<file path="config.mk">
export PLATFORM = sky130hd
export DESIGN_NAME = ga23_vram_sched
export DESIGN_NICKNAME = d
export VERILOG_FILES = /design/src/rtl/ga23_pkg.sv /design/src/rtl/ga23_layer_mix.sv /design/src/rtl/ga23_vram_sched.sv
export SDC_FILE = /design/constraint.sdc
export NUM_CORES = 1
export LEC_CHECK = 0
export CAP_MARGIN = 20
export CORE_MARGIN = 2
export CORE_UTILIZATION = 35
export DETAILED_ROUTE_END_ITERATION = 12
export PLACE_DENSITY = 0.68
export SLEW_MARGIN = 20
export SYNTH_ARGS = -nofsm -noshare
export SYNTH_HDL_FRONTEND = slang
export SYNTH_SLANG_ARGS = --single-unit
</file>
<file path="constraint.sdc">
create_clock -name clk -period 4.3 [get_ports clk]
set_input_delay 0.86 -clock clk [delete_from_list [all_inputs] [get_ports clk]]
set_output_delay 0.86 -clock clk [all_outputs]
set_load 0.01 [all_outputs]
</file>
<file path="src/rtl/ga23_pkg.sv">
// Shared types and sizing helpers for the GA23 VRAM scheduler and layer mixer.
package ga23_pkg;

    // Width of the pen field at the bottom of a layer colour; pen 0 is transparent.
    localparam int PEN_W = 4;

    // CPU access states: waiting, queued for the CPU slot, data slot in flight.
    typedef enum logic [1:0] {
        IDLE = 2'd0,
        PEND = 2'd1,
        ACT  = 2'd2
    } cpu_st_t;

    // One address/data slot pair per layer plus one CPU pair.
    function automatic int sched_period(input int num_layers);
        return 2 * (num_layers + 1);
    endfunction

    function automatic int slot_width(input int num_layers);
        return $clog2(sched_period(num_layers));
    endfunction

endpackage

</file>
<file path="src/rtl/ga23_layer_mix.sv">
// Priority mixer: lowest-numbered enabled layer with a non-transparent pen wins;
// the last layer acts as an opaque backdrop when enabled. Registered on ce.
module ga23_layer_mix
    import ga23_pkg::*;
#(
    parameter int NUM_LAYERS = 3,
    parameter int COLOR_W    = 11,
    parameter int PRIO_W     = 2
) (
    input  logic                           clk,
    input  logic                           reset,
    input  logic                           ce,
    input  logic [NUM_LAYERS-1:0]          layer_en,
    input  logic [NUM_LAYERS*COLOR_W-1:0]  layer_color,
    input  logic [NUM_LAYERS*PRIO_W-1:0]   layer_prio,
    output logic [COLOR_W-1:0]             color_out,
    output logic [PRIO_W-1:0]              prio_out
);

    logic [COLOR_W-1:0] color_d, color_q;
    logic [PRIO_W-1:0]  prio_d, prio_q;

    // Pick the winning layer; the descending loop lets the lowest index override.
    always_comb begin
        color_d = color_q;
        prio_d  = prio_q;
        if (ce) begin
            color_d = '0;
            prio_d  = '0;
            if (layer_en[NUM_LAYERS-1]) begin
                color_d = layer_color[(NUM_LAYERS-1)*COLOR_W +: COLOR_W];
                prio_d  = layer_prio[(NUM_LAYERS-1)*PRIO_W +: PRIO_W];
            end
            for (int k = NUM_LAYERS - 1; k >= 0; k--) begin
                if (layer_en[k] && (layer_color[k*COLOR_W +: PEN_W] != '0)) begin
                    color_d = layer_color[k*COLOR_W +: COLOR_W];
                    prio_d  = layer_prio[k*PRIO_W +: PRIO_W];
                end
            end
        end
    end

    // Output register gives the mixer its one-ce latency.
    always_ff @(posedge clk or posedge reset) begin
        if (reset) begin
            color_q <= '0;
            prio_q  <= '0;
        end else begin
            color_q <= color_d;
            prio_q  <= prio_d;
        end
    end

    assign color_out = color_q;
    assign prio_out  = prio_q;

endmodule

</file>
<file path="src/rtl/ga23_vram_sched.sv">
// VRAM time-slot scheduler: layer fetch slot pairs followed by one CPU slot pair
// per period, with CPU request queueing, overrun detection and the layer mixer.
module ga23_vram_sched
    import ga23_pkg::*;
#(
    parameter int NUM_LAYERS = 3,
    parameter int ADDR_W     = 15,
    parameter int DATA_W     = 16,
    parameter int COLOR_W    = 11,
    parameter int PRIO_W     = 2
) (
    input  logic                           clk,
    input  logic                           reset,
    input  logic                           ce,
    input  logic                           cpu_req,
    input  logic                           cpu_we,
    input  logic [ADDR_W-1:0]              cpu_addr,
    input  logic [DATA_W-1:0]              cpu_din,
    output logic [DATA_W-1:0]              cpu_dout,
    output logic                           busy,
    output logic                           overrun,
    input  logic [NUM_LAYERS*ADDR_W-1:0]   layer_vram_addr,
    output logic [NUM_LAYERS-1:0]          layer_load,
    output logic [DATA_W-1:0]              index_latch,
    output logic [ADDR_W-1:0]              vram_addr,
    input  logic [DATA_W-1:0]              vram_din,
    output logic [DATA_W-1:0]              vram_dout,
    output logic                           vram_we,
    input  logic [NUM_LAYERS-1:0]          layer_en,
    input  logic [NUM_LAYERS*COLOR_W-1:0]  layer_color,
    input  logic [NUM_LAYERS*PRIO_W-1:0]   layer_prio,
    output logic [COLOR_W-1:0]             color_out,
    output logic [PRIO_W-1:0]              prio_out,
    output logic                           period_start
);

    localparam int P      = sched_period(NUM_LAYERS);
    localparam int SLOT_W = slot_width(NUM_LAYERS);
    localparam logic [SLOT_W-1:0] SLOT_LAST  = SLOT_W'(P - 1);
    localparam logic [SLOT_W-1:0] SLOT_CPU_A = SLOT_W'(2 * NUM_LAYERS);
    localparam logic [SLOT_W-1:0] SLOT_CPU_D = SLOT_W'(2 * NUM_LAYERS + 1);

    cpu_st_t                 st_d, st_q;
    logic [SLOT_W-1:0]       slot_d, slot_q;
    logic [ADDR_W-1:0]       vram_addr_d, vram_addr_q;
    logic [DATA_W-1:0]       vram_dout_d, vram_dout_q;
    logic                    vram_we_d, vram_we_q;
    logic [NUM_LAYERS-1:0]   layer_load_d, layer_load_q;
    logic [DATA_W-1:0]       index_latch_d, index_latch_q;
    logic [DATA_W-1:0]       cpu_dout_d, cpu_dout_q;
    logic                    busy_d, busy_q;
    logic                    overrun_d, overrun_q;
    logic                    period_start_d, period_start_q;
    logic [ADDR_W-1:0]       req_addr_d, req_addr_q;
    logic [DATA_W-1:0]       req_din_d, req_din_q;
    logic                    req_we_d, req_we_q;

    // Slot sequencing, layer fetches and the CPU access state machine.
    always_comb begin
        st_d           = st_q;
        slot_d         = slot_q;
        vram_addr_d    = vram_addr_q;
        vram_dout_d    = vram_dout_q;
        vram_we_d      = 1'b0;
        layer_load_d   = ce ? '0 : layer_load_q;
        index_latch_d  = index_latch_q;
        cpu_dout_d     = cpu_dout_q;
        overrun_d      = overrun_q;
        period_start_d = period_start_q;
        req_addr_d     = req_addr_q;
        req_din_d      = req_din_q;
        req_we_d       = req_we_q;

        if (ce) begin
            slot_d         = (slot_q == SLOT_LAST) ? '0 : slot_q + SLOT_W'(1);
            period_start_d = (slot_d == '0);
            for (int k = 0; k < NUM_LAYERS; k++) begin
                if (slot_q == SLOT_W'(2 * k)) begin
                    vram_addr_d = layer_vram_addr[k*ADDR_W +: ADDR_W];
                end
                if (slot_q == SLOT_W'(2 * k + 1)) begin
                    vram_addr_d[0]  = 1'b1;
                    index_latch_d   = vram_din;
                    layer_load_d[k] = 1'b1;
                end
            end
        end

        case (st_q)
            IDLE: begin
                if (cpu_req) begin
                    st_d       = PEND;
                    req_addr_d = cpu_addr;
                    req_din_d  = cpu_din;
                    req_we_d   = cpu_we;
                end
            end
            PEND: begin
                if (cpu_req) begin
                    overrun_d = 1'b1;
                end
                if (ce && (slot_q == SLOT_CPU_A)) begin
                    vram_addr_d = req_addr_q;
                    vram_dout_d = req_din_q;
                    vram_we_d   = req_we_q;
                    st_d        = ACT;
                end
            end
            ACT: begin
                if (ce && (slot_q == SLOT_CPU_D)) begin
                    cpu_dout_d = vram_din;
                    st_d       = IDLE;
                    if (cpu_req) begin
                        st_d       = PEND;
                        req_addr_d = cpu_addr;
                        req_din_d  = cpu_din;
                        req_we_d   = cpu_we;
                    end
                end else if (cpu_req) begin
                    overrun_d = 1'b1;
                end
            end
            default: st_d = IDLE;
        endcase

        busy_d = (st_d != IDLE);
    end

    // State and registered outputs; reset abandons any queued access.
    always_ff @(posedge clk or posedge reset) begin
        if (reset) begin
            st_q           <= IDLE;
            slot_q         <= '0;
            vram_addr_q    <= '0;
            vram_dout_q    <= '0;
            vram_we_q      <= 1'b0;
            layer_load_q   <= '0;
            index_latch_q  <= '0;
            cpu_dout_q     <= '0;
            busy_q         <= 1'b0;
            overrun_q      <= 1'b0;
            period_start_q <= 1'b0;
            req_addr_q     <= '0;
            req_din_q      <= '0;
            req_we_q       <= 1'b0;
        end else begin
            st_q           <= st_d;
            slot_q         <= slot_d;
            vram_addr_q    <= vram_addr_d;
            vram_dout_q    <= vram_dout_d;
            vram_we_q      <= vram_we_d;
            layer_load_q   <= layer_load_d;
            index_latch_q  <= index_latch_d;
            cpu_dout_q     <= cpu_dout_d;
            busy_q         <= busy_d;
            overrun_q      <= overrun_d;
            period_start_q <= period_start_d;
            req_addr_q     <= req_addr_d;
            req_din_q      <= req_din_d;
            req_we_q       <= req_we_d;
        end
    end

    assign vram_addr    = vram_addr_q;
    assign vram_dout    = vram_dout_q;
    assign vram_we      = vram_we_q;
    assign layer_load   = layer_load_q;
    assign index_latch  = index_latch_q;
    assign cpu_dout     = cpu_dout_q;
    assign busy         = busy_q;
    assign overrun      = overrun_q;
    assign period_start = period_start_q;

    ga23_layer_mix #(
        .NUM_LAYERS (NUM_LAYERS),
        .COLOR_W    (COLOR_W),
        .PRIO_W     (PRIO_W)
    ) u_mix (
        .clk         (clk),
        .reset       (reset),
        .ce          (ce),
        .layer_en    (layer_en),
        .layer_color (layer_color),
        .layer_prio  (layer_prio),
        .color_out   (color_out),
        .prio_out    (prio_out)
    );

endmodule

</file>
==> out/results.ini, run 1 <==
[grt]
grt_max_degree = 68
met3_usage_pct = 5.175
grt_busiest_layer = met2
grt-ovfl-total = 0
grt_use_met2_pct = 29.73
grt_antenna_before_repair = 0
grt_pass1_vias = 4883
grt_util_all_layers_pct = 17.99
met1_usage_pct = 22.46
grt_pass1_wl_mm = 25.30

[synth]
synth_nets = 634
ys_seq_elements = 120
seq_area_frac_synth_pct = 51.36
synthDominantCellAreaShare_pct = 51.36
ys_types = 46
yosys_warnings = 0
synthFlopType = dfrtp_1
synth_top_cell_by_area = dfrtp_1
syn_area_um2 = 5847
synth.area.top_cells = dfrtp_1, mux2_2, mux2_1, nand2_1, nor2_1
synth_edf_count = 0
syn_area_per_cell_um2 = 11.98
synthArstFlopShare_pct = 100.0
synthCells = 488

[sta]
worstMarginPinSlew_ns = 0.9786
setup_viol = 0
relSlewSlack_pct = 34.52
holdWs_ns = 0.4788
min_period_ns = 2.806
skew_ns = 0.009405
fin_crit_sh_pct = 65.25
rsz0062_at_grt = no
timing.final.hold_violations = 0
max_freq_mhz = 356.4
slew_viol_final = 0
setup_tns_ns = 0

[critical_path]
endpoint_kind = flop
critPathMaxFanout = 21
endpoint = req_addr_q[3]
reg2regPathDepth = 6
crit_type = flop to flop
r2r-start = slot_q[2]
arrival_ns = 3.09
cp-startpoint = slot_q[2]
r2r-end = req_addr_q[3]
cp-start-kind = flop
cp.required_ns = 4.59
rrSetupSlack_ns = 1.49

[final_layout]
syn2layout_area_growth_pct = 50.67
antenna_cells = 0
nets = 846
drive_gt1_share_pct = 18.51
final_util_pct = 53.50
fillerInstances = 1404
stdcell_area_um2 = 8810

[run_status]
status = completed

[routing]
drt_first_pass_iters = 4
postRouteAntennaNets = 0
avgViaCountPerCell = 5.000
wl_per_cell_um = 17.00
via_count = 4665
drc_errors = 0
drt_iter0_markers = 190
routed_wirelength_mm = 15.86

[worst_hold_path]
hold_class = flop to flop
hp-start = overrun

[placed_design]
postPlaceCellArea_um2 = 8182
hpwl_mm = 11.26
gp_congestion = 0.7992
io_buffers = 221

[clock_tree]
clock_latency_ns = 0.41
cts.repair.resized = 0
cts_htree_levels = 4
cts_buffer_depth = 2
clock-sinks = 120
cts-buffers-inserted = 17
tritoncts = yes
hold_buffers = 0
root_buffer = clkbuf_16
path_clk_slew_ns = 0.06
cts_setup_buffers = 0

[die]
fp-row-count = 47
die_x_um = 133.3
fp.dieH_um = 133.3
coreArea_um2 = 16470
dieArea_um2 = 17760
initial_utilization_pct = 35.51
ioPinCount = 222

[job]
cap_violations = 0

[pwr]
ir_worst_vdd_uv = 305.0
p_per_area_nw_per_um2 = 623.6
p_leak_nw = 3.745

==> sequential cells by signal, indices dropped and copies added (netlist names), 3 cells and up, named ones only <==
| register | count |
|---|---|
| cpu_dout | 16 |
| index_latch | 16 |
| req_din_q | 16 |
| vram_dout | 16 |
| req_addr_q | 15 |
| vram_addr | 15 |
| u_mix.color_out | 11 |
| slot_q | 3 |
==> synthesized netlist by cell type, drive strengths merged, types with 2 or more instances <==
| library cell | n |
|---|---|
| a211oi | 9 |
| a21oi | 18 |
| and3 | 9 |
| nor2 | 36 |
| nand3 | 7 |
| a22o | 14 |
| clkbuf | 6 |
| o31ai | 2 |
| a32oi | 2 |
| ha | 7 |
| nand2b | 2 |
| and3b | 14 |
| a221oi | 2 |
| o21ai | 20 |
| o41a | 2 |
| dfrtp | 120 |
| a31o | 2 |
| o2111ai | 14 |
| buf | 29 |
| o22ai | 9 |
| o41ai | 2 |
| nand2 | 37 |
| nor2b | 3 |
| mux2 | 95 |
| inv | 17 |
==> layer usage <==
layer | share of wire [%] | wire length [um]
met1 | 42 | 6697
met2 | 49 | 7772
met3 | 6.7 | 1064
met4 | 2.1 | 328
met5 | 0 | 0
==> area by class of cell <==
| cell class | instances | area, um^2 | area share [%] |
|---|---|---|---|
| clock buffers | 18 | 429.2 | 4.871 |
| clock inverters | 14 | 196.4 | 2.230 |
| multi-input cells | 316 | 2567 | 29.14 |
| inverters | 17 | 66.31 | 0.7527 |
| flip-flops and latches | 120 | 3003 | 34.09 |
| well taps | 220 | 275.3 | 3.125 |
| repair buffers | 228 | 2272 | 25.79 |
==> cells by family (layout without fill, tap and decap cells) <==
family                     count (synthesis)  count (layout)  synth area share (%)
adders and majority gates                  7               7                 1.498
muxes                                     96              96                 18.47
and+or+nand+nor                          115             115                 10.06
AOI/OAI and AO/OA                         98              98                 13.72
DFF                                      120             120                 51.36
buffers and inverters                     52             277                 4.901
==> stage by stage <==
step / power (W) / setup WS, ns / cells
final: 0.005494 / 1.494 / 933
after global routing: 0.005824 / 1.308 / 933
after CTS: 0.005557 / 1.515 / 933
after detailed placement: 0.004018 / 1.461 / 901
after global placement: 0.003938 / 1.529 / 901
after floorplan: 0.003047 / 0.2542 / 488
==> worst min path at each step <==
| stage | slack (ns) | end | cells past startpoint |
|---|---|---|---|
| 3_5_place_dp | 0.45 | overrun | 1 |
| 4_1_cts | 0.48 | overrun | 1 |
| 6_report | 0.48 | overrun | 1 |
| 5_1_grt | 0.49 | overrun | 1 |
| 2_1_floorplan | 0.45 | vram_we | 1 |
| 3_3_place_gp | 0.45 | overrun | 1 |
==> report_power, final <==
part / switching (W) / internal [W] / leakage, nW
Sequential: 0.000309 / 0.00159 / 1.45
Combinational: 0.000892 / 0.00120 / 2.00
Clock: 0.000526 / 0.000974 / 0.297
==> cells in the final DEF, fill, tap and decap left out, drive strengths merged, types with 2 or more instances in the layout <==
cell,netlist,layout
a211oi,9,9
a21oi,18,18
a221oi,2,2
a22o,14,14
a31o,2,2
a32oi,2,2
and3,9,9
and3b,14,14
buf,29,8
bufinv,0,4
clkbuf,6,18
clkdlybuf4s50,0,220
clkinv,0,4
clkinvlp,0,3
dfrtp,120,120
ha,7,7
inv,17,20
mux2,95,95
nand2,37,37
nand2b,2,2
nand3,7,7
nor2,36,36
nor2b,3,3
o2111ai,14,14
o21ai,20,20
o22ai,9,9
o31ai,2,2
o41a,2,2
o41ai,2,2
==> critical path: stages (launching register included) <==
cell     delay, ns
dfrtp_1       0.69
buf_4         0.34
ha_1          0.28
nand2_1       0.14
a21oi_4       0.45
buf_4         0.41
mux2_1        0.37
No activity file was read; power rests on OpenSTA's default activity.
==> run 2, diff against run 1 <==
==> constraint.sdc (replaced) <==
create_clock -name clk -period 2.6 [get_ports clk]
set_input_delay 0.52 -clock clk [delete_from_list [all_inputs] [get_ports clk]]
set_output_delay 0.52 -clock clk [all_outputs]
set_load 0.01 [all_outputs]
==> out/results.ini, run 2 (synthesized netlist as in run 1, its figures left out) <==
[final_layout]
stdcell_area_um2 = 8842  ; +0.37%
fillerInstances = 1403  ; -0.071%
drive_gt1_share_pct = 18.72  ; +0.20 points
nets = 852  ; +0.71%
stdcell_count = 937  ; +0.43%
final_cell_mix = clkdlybuf4s50_1, dfrtp_1, mux2_2
syn2layout_area_growth_pct = 51.23
layout_commonest_cell = clkdlybuf4s50_1

[clock_tree]
cts_setup_buffers = 0  ; unchanged
cts.repair.resized = 0  ; unchanged
clock-sinks = 120  ; unchanged
root_buffer = clkbuf_16
hold_buffers = 0  ; unchanged
cts-buffers-inserted = 17  ; unchanged
cts_htree_levels = 4  ; unchanged
cts_buffer_depth = 2  ; unchanged
clock_latency_ns = 0.41  ; about the same
path_clk_slew_ns = 0.05  ; about the same
tritoncts = yes

[critical_path]
path_buf_inv = 0  ; -2
arrival_ns = 2.45  ; -0.64 ns
cp_common_cell = ha_1
critPathMaxFanout = 16  ; -24%
cp.required_ns = 2.89  ; -1.70 ns
crit_family = compound AO/OA/AOI/OAI gates
crit_type = flop to flop
slowest_stage = o21ai_2
worstPathCellList = ha_1 -> ha_1 -> o21ai_2 -> mux2_2
cp-start-kind = flop
slowest_delay_ns = 0.72  ; +0.03 ns
endpoint_kind = flop

[grt]
grt_max_degree = 89  ; +31%
grt_pass1_vias = 4991  ; +2.2%
grt_antenna_before_repair = 2  ; +2
met3_usage_pct = 6.887  ; +1.7 points
grt_pass1_wl_mm = 25.09  ; -0.85%
grt-ovfl-total = 0  ; unchanged
grt_util_all_layers_pct = 17.82  ; -0.17 points
met1_usage_pct = 21.30  ; -1.2 points
grt_busiest_layer = met2
grt_use_met2_pct = 29.32  ; -0.40 points

[pwr]
ir_worst_vdd_uv = 483.9  ; +59%
p_per_area_nw_per_um2 = 1014  ; +63%
p_leak_nw = 3.761  ; +0.43%

[sta]
worstMarginPinSlew_ns = 0.8801  ; -0.09853 ns
fin_crit_sh_pct = 83.16  ; +18 points
holdWs_ns = 0.4667  ; -0.01205 ns
min_period_ns = 2.162  ; -0.6436 ns
timing.final.hold_violations = 0  ; unchanged
setup_viol = 0  ; unchanged
max_freq_mhz = 462.5  ; +30%
setup_slack_ns = 0.4379  ; -1.056 ns
slew_viol_final = 0  ; unchanged
relSlewSlack_pct = 41.32  ; +6.8 points
skew_ns = 0.007185  ; -0.002220 ns
rsz0062_at_grt = no
setup_tns_ns = 0  ; unchanged

[placed_design]
io_buffers = 221  ; unchanged
postPlaceCellArea_um2 = 8253  ; +0.87%
pre_cts_ws_ns = 0.3369  ; -1.124 ns
gp_congestion = 0.8207  ; +2.7%
hpwl_mm = 11.15  ; -0.97%
placed_cells = 907  ; +0.67%

[routing]
routed_wirelength_mm = 15.56  ; -1.9%
drt_first_pass_iters = 5  ; +1
drt_iter0_markers = 185  ; -2.6%
via_count = 4714  ; +1.1%
drc_errors = 0  ; unchanged
postRouteAntennaNets = 0  ; unchanged
avgViaCountPerCell = 5.031  ; +0.62%
wl_per_cell_um = 16.61  ; -2.3%

[die]
coreArea_um2 = 16470  ; unchanged
initial_utilization_pct = 35.51  ; unchanged
dieArea_um2 = 17760  ; unchanged
ioPinCount = 222  ; unchanged
die_x_um = 133.3  ; unchanged
fp.dieH_um = 133.3  ; unchanged
fp-row-count = 47  ; unchanged

[worst_hold_path]
hold_class = flop to flop

[job]
cap_violations = 0  ; unchanged

[run_status]
status = completed

-- run 2: cell count changes in the layout (fill, tap and decap cells not counted), sizes merged --
cell / before / now
inv: 20 / 16
diode: 0 / 1
bufinv: 4 / 3
buf: 8 / 14
clkbuf: 18 / 21
clkinv: 4 / 3
-- run 2: layout make-up --
class,instances,area [um^2],share of cell area [%]
antenna,1,2.502,0.02830
clock buffer,21,460.4,5.207
clock inverter,8,123.9,1.401
inverter,17,67.56,0.7641
multi-input combinational,316,2567,29.04
sequential,120,3003,33.96
tap,220,275.3,3.113
timing repair buffer,234,2342,26.49
-- run 2: final timing paths --
kind | start | endpoint | slack [ns] | cells after the start
max | slot_q[0] | index_latch[14] | 0.44 | 4
min | overrun | overrun | 0.47 | 1
max reg2reg | slot_q[0] | index_latch[14] | 0.44 | 4
min reg2reg | overrun | overrun | 0.47 | 1
max in group asynchronous | reset | slot_q[0] | 1.61 | 3
min in group asynchronous | reset | req_din_q[11] | 0.57 | 3
-- run 2: power breakdown --
group	switching (W)	internal, W	leakage [nW]	total [W]
registers	0.000447	0.00263	1.45	0.00307
logic	0.00152	0.00204	2.03	0.00355
clock network	0.000800	0.00154	0.281	0.00234
-- run 2: stage by stage --
stage	utilization, %	total power (W)
floorplan	-	0.005040
global placement	50.12	0.006543
detailed placement	50.12	0.006691
CTS	53.67	0.009079
global route	53.70	0.009524
finish	53.70	0.008964
-- run 2: metal layers --
metal / wire length, um / vias to the layer above
met3: 1180 / 25
met4: 245 / 2
met2: 7724 / 150
li1: - / 2192
met5: 11 / -
met1: 6402 / 2345
==> run 3, diff against run 2 <==
--- a/config.mk
+++ b/config.mk
@@ -9,7 +9,7 @@
 export CORE_MARGIN = 2
 export CORE_UTILIZATION = 35
 export DETAILED_ROUTE_END_ITERATION = 12
-export PLACE_DENSITY = 0.68
+export PLACE_DENSITY = 0.71
 export SLEW_MARGIN = 20
 export SYNTH_ARGS = -nofsm -noshare
 export SYNTH_HDL_FRONTEND = slang
==> constraint.sdc (replaced) <==
create_clock -name clk -period 1.95 [get_ports clk]
set_input_delay 0.39 -clock clk [delete_from_list [all_inputs] [get_ports clk]]
set_output_delay 0.39 -clock clk [all_outputs]
set_load 0.01 [all_outputs]
==> out/results.ini, run 3 (synthesized netlist as in run 1, its figures left out) <==
[grt]
grt_pass1_vias = 5224  ; +4.7%
grt_antenna_before_repair = 2  ; unchanged
grt_max_degree = 85  ; -4.5%
grt-ovfl-total = 0  ; unchanged
grt_util_all_layers_pct = 18.61  ; +0.78 points
grt_pass1_wl_mm = 26.23  ; +4.5%

[die]
fp.dieH_um = 133.3  ; unchanged
die_x_um = 133.3  ; unchanged
ioPinCount = 222  ; unchanged
fp-row-count = 47  ; unchanged
initial_utilization_pct = 35.51  ; unchanged
coreArea_um2 = 16470  ; unchanged
dieArea_um2 = 17760  ; unchanged

[critical_path]
cp-start-kind = flop
cp.required_ns = 2.23  ; -0.66 ns
arrival_ns = 2.17  ; -0.28 ns
critPathMaxFanout = 30  ; +14
endpoint_kind = flop
crit_type = flop to flop

[pwr]
p_leak_nw = 3.868  ; +2.9%
ir_worst_vdd_uv = 694.0  ; +43%
p_per_area_nw_per_um2 = 1379  ; +36%

[job]
cap_violations = 0  ; unchanged

[placed_design]
hpwl_mm = 11.83  ; +6.1%
gp_congestion = 0.8200  ; about the same
io_buffers = 221  ; unchanged
placed_cells = 920  ; +1.4%
pre_cts_ws_ns = -0.1433  ; -0.4802 ns

[sta]
skew_ns = 0.007040  ; -0.0001452 ns
rsz0062_at_grt = yes
min_period_ns = 1.890  ; -0.2724 ns
slew_viol_final = 0  ; unchanged
max_freq_mhz = 529.2  ; +14%
relSlewSlack_pct = 69.67  ; +28 points
timing.final.hold_violations = 0  ; unchanged
worstMarginPinSlew_ns = 0.4550  ; -0.4251 ns
setup_tns_ns = 0  ; unchanged
fin_crit_sh_pct = 96.91  ; +14 points
setup_slack_ns = 0.06029  ; -0.3776 ns
setup_viol = 0  ; unchanged

[routing]
postRouteAntennaNets = 0  ; unchanged
drt_first_pass_iters = 4  ; -1
wl_per_cell_um = 17.12  ; +3.1%
drc_errors = 0  ; unchanged
routed_wirelength_mm = 16.34  ; +5.0%
via_count = 4734  ; +0.42%
drt_iter0_markers = 207  ; +12%
avgViaCountPerCell = 4.962  ; -1.4%

[final_layout]
syn2layout_area_growth_pct = 54.95
stdcell_count = 954  ; +1.8%
drive_gt1_share_pct = 21.45  ; +2.7 points
fillerInstances = 1406  ; +0.21%
nets = 865  ; +1.5%
layout_commonest_cell = clkdlybuf4s50_1
final_cell_mix = clkdlybuf4s50_1, dfrtp_1, mux2_2

[clock_tree]
path_clk_slew_ns = 0.06  ; about the same
clock_latency_ns = 0.41  ; about the same
cts_buffer_depth = 2  ; unchanged
cts-buffers-inserted = 17  ; unchanged
root_buffer = clkbuf_16
clock-sinks = 120  ; unchanged
cts_setup_buffers = 0  ; unchanged
cts_htree_levels = 4  ; unchanged
tritoncts = yes

[run_status]
status = completed

[worst_hold_path]
hold_class = input pin to flop

==> run 3: final timing paths <==
kind	startpoint	to	slack [ns]	cells past startpoint
min in group asynchronous	reset	req_din_q[13]	0.50	3
worst min-delay path	ce	st_q[1]	0.38	3
max in group asynchronous	reset	vram_addr[3]	1.12	3
worst max-delay path	slot_q[0]	vram_addr[5]	0.06	7
worst max register to register	slot_q[0]	vram_addr[5]	0.06	7
worst min register to register	overrun	overrun	0.47	1
==> run 3: cell type report <==
cell class | instances | area [um^2] | share of cell area [%]
diodes | 2 | 5.005 | 0.05524
clock buffers | 20 | 466.7 | 5.151
clock inverters | 12 | 187.7 | 2.072
inverters | 17 | 67.56 | 0.7458
multi-input cells | 316 | 2591 | 28.60
flip-flops and latches | 120 | 3003 | 33.14
well taps | 220 | 275.3 | 3.038
repair buffers | 247 | 2464 | 27.19
==> run 3: per-layer routing <==
metal / global-route usage (%) / part of all wire, % / vias up
li1: - / - / 2225
met1: 21.90 / 41 / 2329
met2: 32.33 / 50 / 159
met3: 5.441 / 6.9 / 21
met4: 6.738 / 1.5 / 0
met5: 0 / 0 / -
==> run 3: metrics by stage <==
step	hold WS, ns	cell area, um^2	total power [W]	util (%)
final	0.3829	9060	0.01250	55.02
after global routing	0.3933	9057	0.01322	55.01
after CTS	0.3735	9020	0.01257	54.78
after detailed placement	0.4668	8363	0.009050	50.79
after global placement	0.4441	8363	0.008809	50.79
after floorplan	0.4455	5851	0.006720	-
==> run 3: worst max-delay path, cell delays in order, from the launching register on <==
cell     delay [ns]
dfrtp_1        0.43
inv_1          0.14
ha_2           0.26
nand3_2        0.14
nor2_4         0.14
buf_4          0.32
nor2_1         0.09
a22o_1         0.23
==> run 3: power by group <==
group | leakage [nW] | switching (W) | total, W | internal (W)
Sequential | 1.45 | 0.000638 | 0.00414 | 0.00350
Combinational | 2.10 | 0.00210 | 0.00492 | 0.00282
Clock | 0.314 | 0.00117 | 0.00343 | 0.00226
==> run 3: what timing repair did <==
action / CTS / global route
hold buffers: 0 / 0
setup endpoints to repair: 14 / 25
gates resized for setup: 1 / 9
